--- src/rtl/rgb_led_arbiter.sv ---
// Round-robin arbiter sharing one RGB LED between three blink requesters.
// The winner's colour and count are latched at grant and blinked ON/OFF, then done pulses.
module rgb_led_arbiter #(
  parameter int HALF_PERIOD = 10000000,
  parameter int CNT_W       = 27
) (
  input  logic       clk,
  input  logic       rst_n,
  input  logic [2:0] req,
  input  logic [2:0] color0,
  input  logic [2:0] color1,
  input  logic [2:0] color2,
  input  logic [3:0] count0,
  input  logic [3:0] count1,
  input  logic [3:0] count2,
  output logic [2:0] grant,
  output logic [2:0] done,
  output logic       busy,
  output logic       redled,
  output logic       greenled,
  output logic       blueled
);

  typedef enum logic [1:0] {IDLE, ON, OFF, DONE} state_t;

  localparam logic [CNT_W-1:0] TIMER_LAST = CNT_W'(HALF_PERIOD - 1);
  localparam logic [CNT_W-1:0] TIMER_ONE  = CNT_W'(1);

  state_t           state;
  logic [CNT_W-1:0] timer;
  logic [1:0]       last;
  logic [1:0]       owner;
  logic [2:0]       job_color;
  logic [3:0]       remaining;
  logic [2:0]       led;

  logic [1:0]       pick;
  logic [2:0]       pick_onehot;
  logic [2:0]       pick_color;
  logic [3:0]       pick_count;

  // First set request bit scanning last+1, last+2, last+3 (mod 3).
  function automatic logic [1:0] rr_pick(input logic [2:0] r, input logic [1:0] l);
    logic [1:0] idx;
    rr_pick = 2'd0;
    for (int k = 3; k >= 1; k--) begin
      idx = 2'((int'(l) + k) % 3);
      if (r[idx]) rr_pick = idx;
    end
  endfunction

  always_comb begin
    // NOTE: every signal driven here gets a default first, so no latch is inferred.
    pick       = rr_pick(req, last);
    pick_color = color0;
    pick_count = count0;
    case (pick)
      2'd1: begin
        pick_color = color1;
        pick_count = count1;
      end
      2'd2: begin
        pick_color = color2;
        pick_count = count2;
      end
      default: ;
    endcase
  end

  assign pick_onehot = 3'b001 << pick;
  assign {redled, greenled, blueled} = led;

  // NOTE: sequential state uses non-blocking assignments so every register sees pre-edge values.
  always_ff @(posedge clk or negedge rst_n) begin
    if (!rst_n) begin
      state     <= IDLE;
      timer     <= '0;
      last      <= 2'd2;
      owner     <= 2'd0;
      job_color <= 3'b000;
      remaining <= 4'd0;
      grant     <= 3'b000;
      done      <= 3'b000;
      busy      <= 1'b0;
      led       <= 3'b000;
    end else begin
      done <= 3'b000;
      case (state)
        IDLE: begin
          timer <= '0;
          if (|req) begin
            owner     <= pick;
            grant     <= pick_onehot;
            job_color <= pick_color;
            remaining <= pick_count;
            busy      <= 1'b1;
            if (pick_count == 4'd0) begin
              state <= DONE;
              done  <= pick_onehot;
              led   <= 3'b000;
            end else begin
              state <= ON;
              led   <= pick_color;
            end
          end
        end

        ON, OFF: begin
          if (!req[owner]) begin
            // Owner withdrew: release silently, no done pulse.
            state <= IDLE;
            timer <= '0;
            grant <= 3'b000;
            busy  <= 1'b0;
            led   <= 3'b000;
            last  <= owner;
          end else if (timer != TIMER_LAST) begin
            timer <= timer + TIMER_ONE;
          end else begin
            timer <= '0;
            if (state == ON) begin
              state <= OFF;
              led   <= 3'b000;
            end else begin
              remaining <= remaining - 4'd1;
              if (remaining == 4'd1) begin
                state <= DONE;
                done  <= grant;
              end else begin
                state <= ON;
                led   <= job_color;
              end
            end
          end
        end

        DONE: begin
          state <= IDLE;
          timer <= '0;
          grant <= 3'b000;
          busy  <= 1'b0;
          led   <= 3'b000;
          last  <= owner;
        end

        default: state <= IDLE;
      endcase
    end
  end

endmodule

--- config.mk ---
export PLATFORM = sky130hd
export DESIGN_NAME = rgb_led_arbiter
export DESIGN_NICKNAME = d
export VERILOG_FILES = /design/src/rtl/rgb_led_arbiter.sv
export SDC_FILE = /design/constraint.sdc
export NUM_CORES = 1
export LEC_CHECK = 0
export BUFFER_PORTS_ARGS = -buffer_cell sky130_fd_sc_hd__buf_2
export CORE_MARGIN = 2
export CORE_UTILIZATION = 50
export CTS_CLUSTER_DIAMETER = 60
export DETAILED_ROUTE_END_ITERATION = 7
export HOLD_SLACK_MARGIN = 0.05
export PLACE_DENSITY = 0.7
export SYNTH_ARGS = -nofsm -noshare
export SYNTH_HDL_FRONTEND = slang
export SYNTH_SLANG_ARGS = --single-unit
--- constraint.sdc ---
create_clock -name clk -period 3.6 [get_ports clk]
set_input_delay 0.9 -clock clk [delete_from_list [all_inputs] [get_ports clk]]
set_output_delay 0.9 -clock clk [all_outputs]
set_load 0.005 [all_outputs]
==> results of run 1 <==
[cell type report]
type / instances / share of cell area
sequential: 50 / 0.3748
inverter: 21 / 0.02359
multi-input combinational: 239 / 0.4871
tap: 75 / 0.02808
clock inverter: 1 / 0.001498
clock buffer: 7 / 0.02583
timing repair buffer: 38 / 0.05915
[layer usage]
metal | share of wire | GRT usage | up-vias
li1 | - | - | 1197
met1 | 0.48 | 0.2689 | 1100
met2 | 0.48 | 0.3270 | 45
met3 | 0.039 | 0.02967 | 6
met4 | 0.0068 | 0.06000 | 0
met5 | 0 | 0 | -
[power breakdown]
part,internal (W),switching (W),total (W)
combinational,0.000438,0.000611,0.00105
clock,0.000156,0.000187,0.000343
sequential,0.000673,0.0000857,0.000759
total,0.00127,0.000884,0.00215
[stage by stage]
stage               cells  worst slack, ns  area, um2
finish                431           0.3539       3342
global route          431          0.05122       3342
CTS                   431           0.3047       3342
detailed placement    423          0.09111       3251
global placement      423           0.2599       3251
floorplan             322           0.3564       3017
[cell usage after synthesis (2+ instances only)]
| library cell | n | area [um2] |
|---|---|---|
| and4_1 | 4 | 35.03 |
| and2_1 | 4 | 25.02 |
| and3_1 | 2 | 12.51 |
| ha_1 | 15 | 187.7 |
| nand3_1 | 14 | 70.07 |
| xor2_1 | 4 | 35.03 |
| a22oi_1 | 3 | 22.52 |
| nor2b_1 | 3 | 18.77 |
| nand2b_1 | 4 | 25.02 |
| clkbuf_1 | 8 | 30.03 |
| a21oi_1 | 4 | 20.02 |
| mux2_2 | 7 | 78.83 |
| nand2_1 | 26 | 97.59 |
| nor3b_1 | 3 | 22.52 |
| inv_1 | 21 | 78.83 |
| buf_4 | 3 | 22.52 |
| nor3_1 | 5 | 25.02 |
| mux2i_1 | 7 | 70.07 |
| a22o_1 | 5 | 43.79 |
| xnor2_1 | 21 | 183.9 |
| nor4_1 | 7 | 43.79 |
| nor2_1 | 40 | 150.1 |
| nand3_2 | 2 | 20.02 |
| a211oi_1 | 2 | 15.01 |
| dfrtp_1 | 49 | 1226 |
| nor4_4 | 2 | 42.54 |
| o21ai_0 | 22 | 110.1 |
| o31ai_1 | 3 | 22.52 |
| nand4_1 | 10 | 62.56 |
[cells by family (layout without fill, tap and decap cells)]
group / count (synthesis) / after routing / share of synthesized area
simple gates: 133 / 133 / 0.2401
xor+xnor: 25 / 25 / 0.07258
buf+inv: 33 / 67 / 0.04521
compound gates: 52 / 52 / 0.1153
flops: 50 / 50 / 0.4152
mux: 14 / 14 / 0.04936
fa+ha+maj: 15 / 15 / 0.06221
[registers in the layout, indices dropped and copies added, names as in the netlist]
register / count
busy: 1
grant: 3
job_color: 3
remaining: 4
last: 2
owner: 2
timer: 27
done: 3
led: 3
state: 2
[how the worst min path moves through the flow]
| stage | from | end | slack, ns | cells after the start |
|---|---|---|---|---|
| after CTS | timer[0] | timer[0] | 0.49 | 1 |
| after detailed placement | job_color[0] | job_color[0] | 0.48 | 2 |
| after floorplan | timer[0] | timer[0] | 0.45 | 1 |
| after global routing | timer[0] | timer[0] | 0.51 | 1 |
| final | timer[0] | timer[0] | 0.49 | 1 |
| after global placement | job_color[0] | job_color[0] | 0.47 | 2 |
[worst reg2reg max path, stage by stage, from the launching register on]
cell and delay [ns]:
dfstp_2 0.57, inv_1 0.06, ha_1 0.18, nand2b_1 0.16, a211oi_1 0.18, a211o_1 0.16, o2111ai_1 0.22, ha_1 0.56
mux2i_1 0.29, and4_1 0.39, o31ai_1 0.11, mux2_2 0.26
==> metrics.yaml, run 1 <==
status:
  run_status: "finished clean"
flow_run:
  maxCapViolCount: 0
die:
  die_h_um: 81.68
  floorplan.die_area_um2: 6671
  io_pins: 36
  die_x_um: 81.68
  core.rowCount: 28
  core_um2: 5886
  initial_core_util: 0.5125
clock_network:
  clkSlewWorstSetupHoldPaths_ns: 0.09
  root_buffer: "clkbuf_8"
  htree_levels: 2
  cts_tree: "done"
  numCtsBuffers: 5
  cts_resized: 0
  post_cts_buffers: 0
  hold_buffers: 0
  clk_path_buf_depth: 2
  clk_latency_ns: 0.31
  cts_sinks: 50
timing:
  relSlewSlack: 0.2673
  fin_skew_ns: 0.01027
  setup_violations: 0
  rsz0062_at_grt: "no"
  maxSlewViolCount: 0
  finalCritPeriodShare: 0.9017
  worst_pin_slew_ns: 1.099
  whs_ns: 0.4904
  finalSetupTns_ns: 0
  fin_crit_ns: 3.246
  hold_viol_final: 0
  fmax_mhz: 308.1
logic_synthesis:
  yosysUniqueCellTypes: 51
  yosysSeqAreaShare: 0.4152
  synth_edf_count: 0
  synth-seq-cells: 50
  postSynthCellCount: 322
  synth_area_per_cell_um2: 9.368
  synth_area_um2: 3017
  syn_nets: 363
  postSynth.asyncResetShare: 1.000
  yosysWarnings: 0
  yosys_most_used_dff: "dfrtp_1"
worst_hold_path:
  hold_path_class: "flip-flop to flip-flop"
place:
  dpl.hpwl_mm: 4.482
  numPortBuffers: 35
  gp_congestion: 0.8027
critical_path:
  worst-path-max-fanout: 10
  path_class: "flip-flop to flip-flop"
  cp_num_cells: 11
  startpoint: "last[1]"
  reg2reg_to: "led[0]"
  cp-end-kind: "flip-flop"
  critPathCapture: "led[0]"
  max_stage_delay_ns: 0.57
  crit_arrival_ns: 3.44
  cp-start-kind: "flip-flop"
  critPathMostFrequentCell: "ha_1"
  r2r_cells: 11
  reg2reg_setup_slack_ns: 0.35
  cp_top_family: "adder cells"
  regToRegStartpoint: "last[1]"
  slowest_stage: "dfstp_2"
  cp_cell_sequence: "inv_1, ha_1, nand2b_1, a211oi_1, a211o_1, o2111ai_1, ha_1, mux2i_1, and4_1, o31ai_1, mux2_2"
  required_ns: 3.80
  crit_buf_inv: 1
final_layout:
  mostFrequentLayoutCell: "dfrtp_1"
  multi_input_comb_area_um2: 1628
  nets: 396
  area.sequential_um2: 1252
  post-route-util: 0.5678
  drive_gt1_frac: 0.1798
  areaGrowthSynthToFinish_pct: 10.78
  layout_common_cells: "49 x dfrtp_1, 40 x nor2_1, 35 x buf_2, 26 x nand2_1, 22 x o21ai_0"
  fillCellCount: 528
  antenna_cells: 0
route:
  first_pass_iters: 4
  wl_mm: 5.916
  vias: 2348
  wl_per_cell_um: 13.73
  ant_nets: 0
  drc: 0
  dr.first_iter.drc_count: 67
  vias_per_cell: 5.448
global_route:
  grt_pass1_vias: 2244
  grtUsageTotal: 0.1978
  antenna_found_initial: 0
  gr-total-overflow: 0
  grt_max_degree: 51
  grt_pass1_wl_mm: 10.34
power_and_ir_drop:
  ir_worst_vdd_uv: 423.7
  p_leak_nw: 1.443
  power.density_nw_per_um2: 643.6
  power_w: 0.002151
Power figures use the tool's default switching activity.
==> run 2, diff against run 1 <==
CORE_UTILIZATION = 58   (was 50)
PLACE_DENSITY = 0.79   (was 0.7)
==> metrics.yaml, run 2 (synthesized netlist as in run 1, its figures left out) <==
final_layout:
  nets: 395  # was 396
  largest_reg_flops: 27  # unchanged
  antenna_cells: 0  # unchanged
  reg.largest.list: "timer x27, remaining x4"  # unchanged
  mostFrequentLayoutCell: "dfrtp_1"  # unchanged
  areaGrowthSynthToFinish_pct: 10.33  # was 10.78%
  drive_gt1_frac: 0.1775  # was 0.1798
  fin_cells: 425  # was 431
  post-route-util: 0.6558  # was 0.5678
  postLayoutCellArea_um2: 3328  # was 3342 um2
  top_register: "timer"  # unchanged
  layout_common_cells: "49 x dfrtp_1, 40 x nor2_1, 35 x buf_2, 26 x nand2_1, 22 x o21ai_0"  # unchanged
critical_path:
  cp-start-kind: "flip-flop"  # unchanged
  path_class: "flip-flop to flip-flop"  # unchanged
  crit_arrival_ns: 3.46  # was 3.44 ns
  cp-end-kind: "flip-flop"  # unchanged
  required_ns: 3.80  # about the same
  worst-path-max-fanout: 10  # unchanged
  reg2reg_setup_slack_ns: 0.34  # was 0.35 ns
clock_network:
  post_cts_buffers: 0  # unchanged
  htree_levels: 2  # unchanged
  clk_path_buf_depth: 2  # unchanged
  clkSlewWorstSetupHoldPaths_ns: 0.09  # about the same
  numCtsBuffers: 5  # unchanged
  root_buffer: "clkbuf_8"  # unchanged
  cts_sinks: 50  # unchanged
  cts_resized: 0  # unchanged
  cts_tree: "done"  # unchanged
  hold_buffers: 0  # unchanged
  clk_latency_ns: 0.31  # about the same
die:
  core_um2: 5075  # was 5886 um2
  initial_core_util: 0.5944  # was 0.5125
  core.rowCount: 26  # was 28
  floorplan.die_area_um2: 5794  # was 6671 um2
  die_h_um: 76.12  # was 81.68 um
  die_x_um: 76.12  # was 81.68 um
  io_pins: 36  # unchanged
timing:
  fmax_mhz: 306.9  # was 308.1 MHz
  maxSlewViolCount: 0  # unchanged
  finalSetupTns_ns: 0  # unchanged
  finalCritPeriodShare: 0.9053  # was 0.9017
  hold_viol_final: 0  # unchanged
  rsz0062_at_grt: "no"  # unchanged
  setup_violations: 0  # unchanged
  relSlewSlack: 0.2708  # was 0.2673
  fin_skew_ns: 0.004298  # was 0.01027 ns
  fin_crit_ns: 3.259  # was 3.246 ns
  whs_ns: 0.4826  # was 0.4904 ns
  worst_pin_slew_ns: 1.094  # was 1.099 ns
global_route:
  grt_pass1_wl_mm: 10.57  # was 10.34 mm
  gr-total-overflow: 0  # unchanged
  grt_pass1_vias: 2381  # was 2244
  antenna_found_initial: 0  # unchanged
  grt_max_degree: 51  # unchanged
  grtUsageTotal: 0.2194  # was 0.1978
route:
  vias: 2450  # was 2348
  dr.first_iter.drc_count: 139  # was 67
  ant_nets: 0  # unchanged
  drc: 0  # unchanged
  wl_per_cell_um: 14.16  # was 13.73 um
  wl_mm: 6.020  # was 5.916 mm
  vias_per_cell: 5.765  # was 5.448
  first_pass_iters: 4  # unchanged
status:
  run_status: "finished clean"  # unchanged
place:
  numPortBuffers: 35  # unchanged
  dpl.hpwl_mm: 4.483  # was 4.482 mm
  dpl.cell_count: 417  # was 423
  gp_congestion: 0.8519  # was 0.8027
  place_area_um2: 3237  # was 3251 um2
power_and_ir_drop:
  ir_worst_vdd_uv: 556.2  # was 423.7 uV
  p_leak_nw: 1.438  # was 1.443 nW
  switchingPower_w: 0.0008956  # was 0.0008841 W
  seq_power_share: 0.350  # was 0.353
  p_int_w: 0.001266  # was 0.001267 W
  power.density_nw_per_um2: 649.6  # was 643.6 nW/um2
  p_sw_frac: 0.4142  # was 0.4110
  combPwrFrac: 0.490  # was 0.488
  pwr-share-clk: 0.160  # was 0.159
flow_run:
  maxCapViolCount: 0  # unchanged
worst_hold_path:
  hold_path_class: "flip-flop to flip-flop"  # unchanged
[run 2: cell count changes in the layout (fill, tap and decap cells not counted)]
cell / previous run / this run
buf_4: 3 / 2
[run 2: power by group through the flow]
stage / logic [W] / clock network [W] / registers, W
2_1_floorplan: 0.000831 / 0 / 0.000750
3_3_place_gp: 0.00102 / 0 / 0.000764
3_5_place_dp: 0.00105 / 0 / 0.000768
4_1_cts: 0.00106 / 0.000352 / 0.000756
5_1_grt: 0.00119 / 0.000373 / 0.000771
6_report: 0.00106 / 0.000345 / 0.000757
[run 2: worst paths after layout]
path / cells past startpoint / startpoint / endpoint
setup / recovery: 11 / last[1] / led[2]
hold / removal: 1 / timer[0] / timer[0]
setup reg to reg: 11 / last[1] / led[2]
hold reg to reg: 1 / timer[0] / timer[0]
max in group asynchronous: 1 / rst_n / timer[20]
min in group asynchronous: 1 / rst_n / timer[6]
[run 2: final cells by class]
class / instances / area (um2)
fill: 440 / 1747
multi-input combinational: 239 / 1628
sequential: 50 / 1252
timing repair buffer: 37 / 190.2
tap: 70 / 87.58
clock buffer: 7 / 86.33
inverter: 21 / 78.83
clock inverter: 1 / 5.005
[run 2: routing by layer]
| metal | vias to the layer above | track usage | routed length (um) |
|---|---|---|---|
| met1 | 1190 | 0.2797 | 2775 |
| met5 | - | 0 | 0 |
| li1 | 1191 | - | - |
| met2 | 63 | 0.3768 | 2892 |
| met3 | 6 | 0.05806 | 284 |
| met4 | 0 | 0.04909 | 67 |
[run 2: worst max-delay path, cell delays in order (launching register included)]
cell	delay (ns)
dfstp_2	0.57
inv_1	0.06
ha_1	0.19
nand2b_1	0.17
a211oi_1	0.17
a211o_1	0.15
o2111ai_1	0.22
ha_1	0.57
mux2i_1	0.28
and4_1	0.39
o31ai_1	0.11
mux2_2	0.27
[run 2: through the flow]
step	worst slack [ns]	total power [W]
2_1_floorplan	0.3564	0.001581
3_3_place_gp	0.2681	0.001784
3_5_place_dp	0.1201	0.001821
4_1_cts	0.3280	0.002168
5_1_grt	0.08597	0.002335
6_report	0.3411	0.002162
==> run 3, diff against run 2 <==
clock period = 3.2 ns   (was 3.6 ns; I/O delays follow)
==> metrics.yaml, run 3 (synthesized netlist as in run 1, its figures left out) <==
route:
  vias: 2469  # was 2450
  wl_mm: 6.259  # was 6.020 mm
  first_pass_iters: 4  # unchanged
  drc: 0  # unchanged
  ant_nets: 0  # unchanged
  dr.first_iter.drc_count: 124  # was 139
  vias_per_cell: 5.742  # was 5.765
  wl_per_cell_um: 14.56  # was 14.16 um
power_and_ir_drop:
  pwr-share-clk: 0.150  # was 0.160
  power_w: 0.002568  # was 0.002162 W
  seq_power_share: 0.332  # was 0.350
  combPwrFrac: 0.518  # was 0.490
  p_int_w: 0.001510  # was 0.001266 W
  switchingPower_w: 0.001058  # was 0.0008956 W
  p_sw_frac: 0.4119  # was 0.4142
  ir_worst_vdd_uv: 616.4  # was 556.2 uV
  power.density_nw_per_um2: 752.1  # was 649.6 nW/um2
  p_leak_nw: 1.466  # was 1.438 nW
critical_path:
  r2r_cells: 12  # was 11
  cp-end-kind: "flip-flop"  # unchanged
  required_ns: 3.39  # was 3.80 ns
  reg2reg_setup_slack_ns: 0.22  # was 0.34 ns
  cp-start-kind: "flip-flop"  # unchanged
  crit_arrival_ns: 3.17  # was 3.46 ns
  path_class: "flip-flop to flip-flop"  # unchanged
  worst-path-max-fanout: 5  # was 10
clock_network:
  clkSlewWorstSetupHoldPaths_ns: 0.09  # about the same
  hold_buffers: 0  # unchanged
  root_buffer: "clkbuf_8"  # unchanged
  numCtsBuffers: 5  # unchanged
  clk_path_buf_depth: 2  # unchanged
  cts_sinks: 50  # unchanged
  clk_latency_ns: 0.30  # was 0.31 ns
  cts_tree: "done"  # unchanged
  htree_levels: 2  # unchanged
die:
  core_um2: 5075  # unchanged
  die_h_um: 76.12  # unchanged
  floorplan.die_area_um2: 5794  # unchanged
  core.rowCount: 26  # unchanged
  die_x_um: 76.12  # unchanged
  initial_core_util: 0.5944  # unchanged
  io_pins: 36  # unchanged
flow_run:
  maxCapViolCount: 0  # unchanged
timing:
  fin_skew_ns: 0.005194  # was 0.004298 ns
  worst_pin_slew_ns: 0.5208  # was 1.094 ns
  fmax_mhz: 335.7  # was 306.9 MHz
  relSlewSlack: 0.6520  # was 0.2708
  hold_viol_final: 0  # unchanged
  fin_crit_ns: 2.979  # was 3.259 ns
  setup_violations: 0  # unchanged
  postLayoutSetupSlackWorst_ns: 0.2211  # was 0.3411 ns
  rsz0062_at_grt: "no"  # unchanged
  maxSlewViolCount: 0  # unchanged
  whs_ns: 0.4411  # was 0.4826 ns
  finalCritPeriodShare: 0.9309  # was 0.9053
place:
  numPortBuffers: 35  # unchanged
  gp_congestion: 0.8214  # was 0.8519
  dpl.hpwl_mm: 4.721  # was 4.483 mm
  place_area_um2: 3267  # was 3237 um2
  dp_slack_ns: -0.05007  # was 0.1201 ns
status:
  run_status: "finished clean"  # unchanged
global_route:
  grt_max_degree: 30  # was 51
  gr-total-overflow: 0  # unchanged
  grt_pass1_vias: 2457  # was 2381
  grt_pass1_wl_mm: 11.15  # was 10.57 mm
  antenna_found_initial: 0  # unchanged
  grtUsageTotal: 0.2265  # was 0.2194
final_layout:
  layout_common_cells: "49 x dfrtp_1, 40 x nor2_1, 35 x buf_2, 26 x nand2_1, 22 x o21ai_0"  # unchanged
  reg.largest.list: "timer x27, remaining x4"  # unchanged
  mostFrequentLayoutCell: "dfrtp_1"  # unchanged
  antenna_cells: 0  # unchanged
  nets: 400  # was 395
  largest_reg_flops: 27  # unchanged
  areaGrowthSynthToFinish_pct: 13.19  # was 10.33%
  top_register: "timer"  # unchanged
  post-route-util: 0.6728  # was 0.6558
  drive_gt1_frac: 0.2028  # was 0.1775
  postLayoutCellArea_um2: 3415  # was 3328 um2
worst_hold_path:
  hold_path_class: "primary input to async pin"  # was flip-flop to flip-flop
[run 3: through the flow]
step	setup TNS, ns	cells
after detailed placement	-0.1678	421
after CTS	0	429
final	0	430
after global placement	0	421
after global routing	0	430
after floorplan	0	322
[run 3: path summary, 6_finish.rpt]
path	endpoint	start
min in group clk	timer[0]	timer[0]
max reg2reg	led[2]	last[1]
min	timer[5]	rst_n
max	led[2]	last[1]
max in group asynchronous	grant[2]	rst_n
min reg2reg	timer[0]	timer[0]
[run 3: cell type report]
class	instances	area, um2
multi-input cells	239	1673
clock buffers	6	82.58
clock inverters	2	12.51
inverters	21	78.83
fillers	455	1660
well taps	70	87.58
flip-flops and latches	50	1252
repair buffers	42	227.7
[run 3: per-layer routing]
layer  vias to the layer above  global-route usage  wire length (um)
met5                         -                   0                 0
met4                         0             0.04000                27
met3                         4             0.02725               256
met2                        65              0.4089              3099
met1                      1197              0.2977              2876
li1                       1203                   -                 -
[run 3: timing repair]
action	4_1_cts	5_1_grt
setup buffers	0	1
endpoints found under the setup margin	0	7
resized for setup	0	8
[run 3: power groups by stage]
| stage | logic, W | clock network (W) | registers [W] |
|---|---|---|---|
| after floorplan | 0.000935 | 0 | 0.000843 |
| after global placement | 0.00119 | 0 | 0.000860 |
| after detailed placement | 0.00124 | 0 | 0.000864 |
| after CTS | 0.00124 | 0.000387 | 0.000852 |
| after global routing | 0.00149 | 0.000408 | 0.000871 |
| final | 0.00133 | 0.000385 | 0.000853 |
[run 3: worst max-delay path: stages, from the launching register on]
cell,delay (ns)
dfstp_2,0.57
inv_1,0.06
ha_1,0.26
a21oi_1,0.17
a221oi_1,0.06
o211ai_1,0.37
inv_1,0.14
ha_4,0.20
a22o_1,0.19
mux2i_1,0.20
and4_4,0.29
o31ai_1,0.08
mux2_2,0.27
